### src/rtl/riscv_pkg.sv
// Shared pipeline types for the IF stage.
// Holds the PC sequencer state encoding and default increment.
package riscv_pkg;

  typedef enum logic [1:0] {
    PC_BOOT,
    PC_RUN,
    PC_HALT
  } pc_state_t;

  localparam int PC_INC_DEFAULT = 4;

endpackage

### src/rtl/pc_redirect_buffer.sv
// Single-entry store for a redirect that arrives while fetch cannot advance.
// The newest load overwrites; consume or clear empties it.
module pc_redirect_buffer
  import riscv_pkg::*;
#(
  parameter int XLEN = 32
) (
  input  logic            clk,
  input  logic            rst,
  input  logic            load,
  input  logic [XLEN-1:0] load_pc,
  input  logic            consume,
  input  logic            clear,
  output logic [XLEN-1:0] pending_pc,
  output logic            pending_v
);

  always_ff @(posedge clk) begin
    if (!rst) begin
      pending_v  <= 1'b0;
      pending_pc <= '0;
    end else if (consume || clear) begin
      pending_v  <= 1'b0;
    end else if (load) begin
      pending_v  <= 1'b1;
      pending_pc <= load_pc;
    end
  end

endmodule

### src/rtl/pc_sequencer.sv
// IF-stage program counter: boot/run/halt FSM, redirect buffering, epoch tag.
// Optional trap redirect is built only when PC_TRAP_EN is defined.
module pc_sequencer
  import riscv_pkg::*;
#(
  parameter int              XLEN         = 32,
  parameter logic [XLEN-1:0] RESET_VECTOR = '0,
  parameter int              INC          = PC_INC_DEFAULT,
  parameter int              EPOCH_W      = 2,
  parameter logic [XLEN-1:0] TRAP_VECTOR  = XLEN'(32'h100)
) (
  input  logic               clk,
  input  logic               rst,
  input  logic               pc_write,
  input  logic               redirect_valid,
  input  logic [XLEN-1:0]    redirect_pc,
  input  logic               halt_req,
  input  logic               resume,
  input  logic               trap_valid,
  output logic [XLEN-1:0]    pc,
  output logic               pc_valid,
  output logic [EPOCH_W-1:0] epoch,
  output logic               pc_misaligned,
  output logic [XLEN-1:0]    epc
);

  localparam logic [XLEN-1:0] INC_X = XLEN'(INC);

  pc_state_t state_q, state_d;
  logic [XLEN-1:0] pc_d;
  logic            bump;
  logic            buf_load;
  logic            buf_consume;
  logic            buf_clear;
  logic [XLEN-1:0] pending_pc;
  logic            pending_v;

  pc_redirect_buffer #(
    .XLEN(XLEN)
  ) u_buf (
    .clk       (clk),
    .rst       (rst),
    .load      (buf_load),
    .load_pc   (redirect_pc),
    .consume   (buf_consume),
    .clear     (buf_clear),
    .pending_pc(pending_pc),
    .pending_v (pending_v)
  );

`ifdef PC_TRAP_EN
  logic [XLEN-1:0] epc_d;
`endif

  always_comb begin
    state_d     = state_q;
    pc_d        = pc;
    bump        = 1'b0;
    buf_load    = 1'b0;
    buf_consume = 1'b0;
    buf_clear   = 1'b0;
`ifdef PC_TRAP_EN
    epc_d       = epc;
`endif
    unique case (1'b1)
      state_q == PC_BOOT: begin
        state_d  = PC_RUN;
        buf_load = redirect_valid;
      end
      state_q == PC_RUN: begin
        // a halting cycle still takes a redirect but holds otherwise
        if (pc_write && redirect_valid) begin
          pc_d        = redirect_pc;
          bump        = 1'b1;
          buf_consume = 1'b1;
        end else if (pc_write && !halt_req && pending_v) begin
          pc_d        = pending_pc;
          bump        = 1'b1;
          buf_consume = 1'b1;
        end else if (pc_write && !halt_req) begin
          pc_d = pc + INC_X;
        end else if (!pc_write) begin
          buf_load = redirect_valid;
        end
        if (halt_req) state_d = PC_HALT;
      end
      state_q == PC_HALT: begin
        if (resume) begin
          state_d = PC_RUN;
          if (redirect_valid) begin
            pc_d        = redirect_pc;
            bump        = 1'b1;
            buf_consume = 1'b1;
          end else if (pending_v) begin
            pc_d        = pending_pc;
            bump        = 1'b1;
            buf_consume = 1'b1;
          end
        end else begin
          buf_load = redirect_valid;
        end
      end
      default: state_d = PC_BOOT;
    endcase
`ifdef PC_TRAP_EN
    if (trap_valid && state_q != PC_BOOT) begin
      state_d     = PC_RUN;
      pc_d        = TRAP_VECTOR;
      epc_d       = pc;
      bump        = 1'b1;
      buf_load    = 1'b0;
      buf_consume = 1'b0;
      buf_clear   = 1'b1;
    end
`endif
  end

  always_ff @(posedge clk) begin
    if (!rst) begin
      state_q <= PC_BOOT;
      pc      <= RESET_VECTOR;
      epoch   <= '0;
    end else begin
      state_q <= state_d;
      pc      <= pc_d;
      if (bump) epoch <= epoch + 1'b1;
    end
  end

`ifdef PC_TRAP_EN
  always_ff @(posedge clk) begin
    if (!rst) epc <= '0;
    else      epc <= epc_d;
  end
`else
  logic            unused_trap;
  logic [XLEN-1:0] unused_tvec;
  assign unused_trap = trap_valid;
  assign unused_tvec = TRAP_VECTOR;
  assign epc         = '0;
`endif

  assign pc_valid      = (state_q == PC_RUN);
  assign pc_misaligned = |pc[1:0];

endmodule

### config.mk
export PLATFORM = sky130hd
export DESIGN_NAME = pc_sequencer
export DESIGN_NICKNAME = d
export VERILOG_FILES = /design/src/rtl/riscv_pkg.sv /design/src/rtl/pc_redirect_buffer.sv /design/src/rtl/pc_sequencer.sv
export SDC_FILE = /design/constraint.sdc
export NUM_CORES = 1
export LEC_CHECK = 0
export CAP_MARGIN = 20
export CORE_MARGIN = 8
export CORE_UTILIZATION = 46
export CTS_CLUSTER_DIAMETER = 120
export CTS_CLUSTER_SIZE = 28
export DETAILED_ROUTE_END_ITERATION = 8
export GPL_TIMING_DRIVEN = 0
export PLACE_DENSITY = 0.84
export SLEW_MARGIN = 20
export SYNTH_ARGS = -nofsm -noshare
export SYNTH_HDL_FRONTEND = slang
export SYNTH_SLANG_ARGS = --single-unit
export TNS_END_PERCENT = 1
### constraint.sdc
create_clock -name clk -period 1.82 [get_ports clk]
set_clock_uncertainty 0.1 [all_clocks]
set_input_delay 0.182 -clock clk [delete_from_list [all_inputs] [get_ports clk]]
set_output_delay 0.182 -clock clk [all_outputs]
set_load 0.02 [all_outputs]
==> summary.md <==
| Metric | Value |
|---|---|
| Core area | 0.01018 mm2 |
| Pin count of the biggest net entering global routing | 13 |
| Clock-pin slew of the registers on the worst-case setup and hold paths | 0.08 ns |
| Tot Pwr | 6207 uW |
| HP Class | input port to register |
| Kind of critical path | register to register |
| Synth Instances | 597 |
| Setup crit end | u_buf.pending_pc[24] |
| Levels on crit path | 10 |
| Worst reg2reg endpoint | u_buf.pending_pc[24] |
| Post-synthesis simple-gate area fraction | 0.2414 |
| Vias | 5,339 |
| Final antenna-violating net count | 0 |
| Mapped Area | 0.004752 mm2 |
| Highest Clock Rate | 505.5 MHz |
| Clock Latency Late Sink | 0.35 ns |
| CP cell instances | inv_4 > ha_4 > nor2b_4 > nor3_2 > nor3b_2 > nor2b_4 > buf_12 > buf_12 > buf_16 > mux2i_1 |
| Overflow after GRT | 0 |
| Crit path max-delay cell type | dfxtp_4 |
| Row count | 37 |
| Cells on worst reg2reg path | 10 |
| Sequential element share of the synthesized area | 0.2907 |
| Max_slew headroom | 0.4915 |
| DP Worst Slack | -0.7153 ns |
| Top Ports | 107 |
| Diode count | 0 |
| Starting density of the core | 0.4666 |
| Iter 0 DRT Violations | 699 |
| Hold Violations, Final | 0 |
| Die width | 117.6 um |
| P_leak | 0.002707 uW |
| Crit path max-delay family | simple AND/OR/NAND/NOR gates |
| Kind of start point of the critical path | register |
| Flop pwr share | 0.354 |
| Number of max-cap violations | 0 |
| WHS Path Cells | 3 |
| Die area | 0.01384 mm2 |
| Worst-margin pin slew | 0.7628 ns |
| First-pass GRT wire length | 28,020 um |
| Flop2flop setup slack | -0.16 ns |
| R2r startpoint | state_q[1] |
| Gr usage total | 0.2458 |
| Crit path from | state_q[1] |
| Slowest cell delay on critical path | 0.37 ns |
| Part of the power in combinational logic | 0.438 |
| Worst vdd ir | 0.4954 mV |
| CTS buffer count | 9 |
| Nets | 776 |
| Share of cells above drive strength 1 | 0.2632 |
| Wire per inst | 20.35 um |
| Data required, critical path | 2.00 ns |
| Vias in the first global route | 5,293 |
| Chip height | 117.6 um |
| Adder-Cell Fraction of Synth Area | 0.01316 |
| Clk root buf | clkbuf_8 |
| Post-synthesis mux area share | 0.1256 |
| Vias per cell | 6.116 |
| Unique masters post-synth | 71 |
| DRT Pass-1 Iters | 6 |
| Sink Count | 69 |
| Violations in the final reports | setup timing |
| Final wirelength | 17,760 um |
| Post-DP HPWL | 11,980 um |
| IO Port Bufs | 71 |
| Worst-path fanout max | 7 |
| Fin Hold WS | 0.2723 ns |
| Most frequent cells in the layout | nand2_1 (91), clkdlybuf4s50_1 (69), mux2i_1 (54) |
| Cts hold-fix bufs | 0 |
| Avg Cell Area, Syn | 7.960 um2 |
| CTS tree | done |
| PwrDens | 920.8 mW/mm2 |
| Remaining DRCs | 0 |
| P_int | 3771 uW |
| WP buf/inv | 4 |
| # setup viols final | 59 |
| Psw | 2436 uW |
| Switch share | 0.3925 |
| Ys async rst share | 0 |
| EDFF count, synth | 0 |
| Htree depth | 3 |
| Crit end category | register |
| Most used DFF post-synth | dfxtp_1 |
| Fin worst setup slack | -0.1581 ns |
| Period minus WS final | 1.978 ns |
| Outcome | finished, violations left |
| Largest family of logic cells by synthesized area | simple AND/OR/NAND/NOR gates |
| Final worst path period share | 1.087 |
| Syn-to-layout area delta | 41.86% |
| Seq cells post-synth | 69 |
| Final estimated routing congestion in global placement | 0.9798 |
| Clock Power Share | 0.208 |
| Initial antenna violation count | 0 |
| Post-Synth XOR/XNOR Area | 0.03133 |
| Arr. time, crit path | 2.16 ns |
| Synth Area in Compound Gates | 0.1935 |
| Clock Path Buffers | 2 |
| RSZ-0062 raised after global routing | true |
| Synthesis Warnings | 0 |
| Slew Viols, Final | 0 |
| Commonest non-fill, non-tap cell in the layout | nand2_1 |
| Filler cells | 814 |
layout make-up:
cell class                 count  area (um2)  share of cell area
inverter                       7       33.78            0.005011
sequential                    69        1451              0.2153
tap                          136       170.2             0.02524
clock inverter                 4       27.53            0.004083
buffer                        75       613.1             0.09094
timing repair buffer          95       980.9              0.1455
clock buffer                  12       176.4             0.02617
multi-input combinational    475        3288              0.4877
what timing repair did:
item,CTS,global route
gates cloned,3,0
buffers inserted,15,6
pin swaps,14,8
setup endpoints to repair,67,66
gates resized for setup,102,36
cell usage after synthesis (all sizes together), types with 3 or more instances:
library cell | number | area share
nand3 | 31 | 0.035
nor4 | 8 | 0.015
a21oi | 38 | 0.041
o21ai | 27 | 0.028
nand2 | 93 | 0.073
or3 | 4 | 0.0053
and3 | 13 | 0.017
nand4 | 9 | 0.016
a211oi | 6 | 0.0095
a221oi | 5 | 0.0092
ha | 5 | 0.013
o211ai | 10 | 0.016
xor2 | 11 | 0.020
mux2 | 5 | 0.012
and4 | 6 | 0.012
o22ai | 5 | 0.0066
o31a | 4 | 0.0074
nor3 | 15 | 0.017
nand2b | 3 | 0.0039
nand3b | 4 | 0.0063
nor2b | 5 | 0.0066
clkbuf | 24 | 0.019
a31oi | 7 | 0.0092
a311oi | 9 | 0.017
xnor2 | 6 | 0.011
dfxtp | 69 | 0.29
buf | 53 | 0.079
nor2 | 28 | 0.022
mux2i | 54 | 0.11
inv | 6 | 0.0047
stage by stage:
| stage | std cells | cell area [um2] | setup TNS [ns] | util |
|---|---|---|---|---|
| floorplan | 628 | 4931 | -1.481 | - |
| finish | 873 | 6741 | -5.389 | 0.6619 |
| detailed placement | 835 | 5812 | -33.85 | 0.5706 |
| CTS | 867 | 6560 | -2.330 | 0.6441 |
| global placement | 835 | 5812 | -31.43 | 0.5706 |
| global route | 873 | 6741 | -10.08 | 0.6619 |
cell families (layout without fill, tap and decap cells):
group	after synthesis	in the layout
AOI/OAI and AO/OA	136	136
xor gates and xnor gates	17	17
adders and majority gates	5	5
buffers and inverters	84	193
DFF	69	69
muxes	59	59
other	1	32
and+or+nand+nor	226	226
power by group through the flow:
stage,Clock (uW),Combinational [uW],Sequential [uW]
floorplan,0,1210,2260
global placement,0,2100,2160
detailed placement,0,2140,2170
CTS,1290,2550,2160
global route,1370,2870,2220
finish,1290,2720,2200
registers in the layout (all words and copies together), names as in the netlist:
| signal | flops |
|---|---|
| pc | 32 |
| u_buf.pending_pc | 32 |
| epoch | 2 |
| state_q | 2 |
| u_buf.pending_v | 1 |
layer usage:
| metal | share of wire | GRT usage | vias to the layer above |
|---|---|---|---|
| li1 | - | - | 2394 |
| met1 | 0.37 | 0.2894 | 2462 |
| met2 | 0.46 | 0.3919 | 396 |
| met3 | 0.12 | 0.07194 | 87 |
| met4 | 0.047 | 0.1401 | 0 |
| met5 | 0 | 0 | - |
worst reg2reg max path, delay by kind of cell (launching register included):
kind,cells,cell delay [ns]
simple gates,4,0.62
buf+inv,4,0.47
flops,1,0.37
fa+ha+maj,1,0.17
mux,1,0.16
how the worst min path moves through the flow:
stage	start	endpoint
CTS	rst	pc[14]
global placement	u_buf.pending_pc[27]	u_buf.pending_pc[27]
global route	rst	pc[29]
detailed placement	u_buf.pending_pc[0]	u_buf.pending_pc[0]
floorplan	redirect_pc[27]	u_buf.pending_pc[27]
finish	rst	pc[29]
Power figures use the tool's default switching activity.
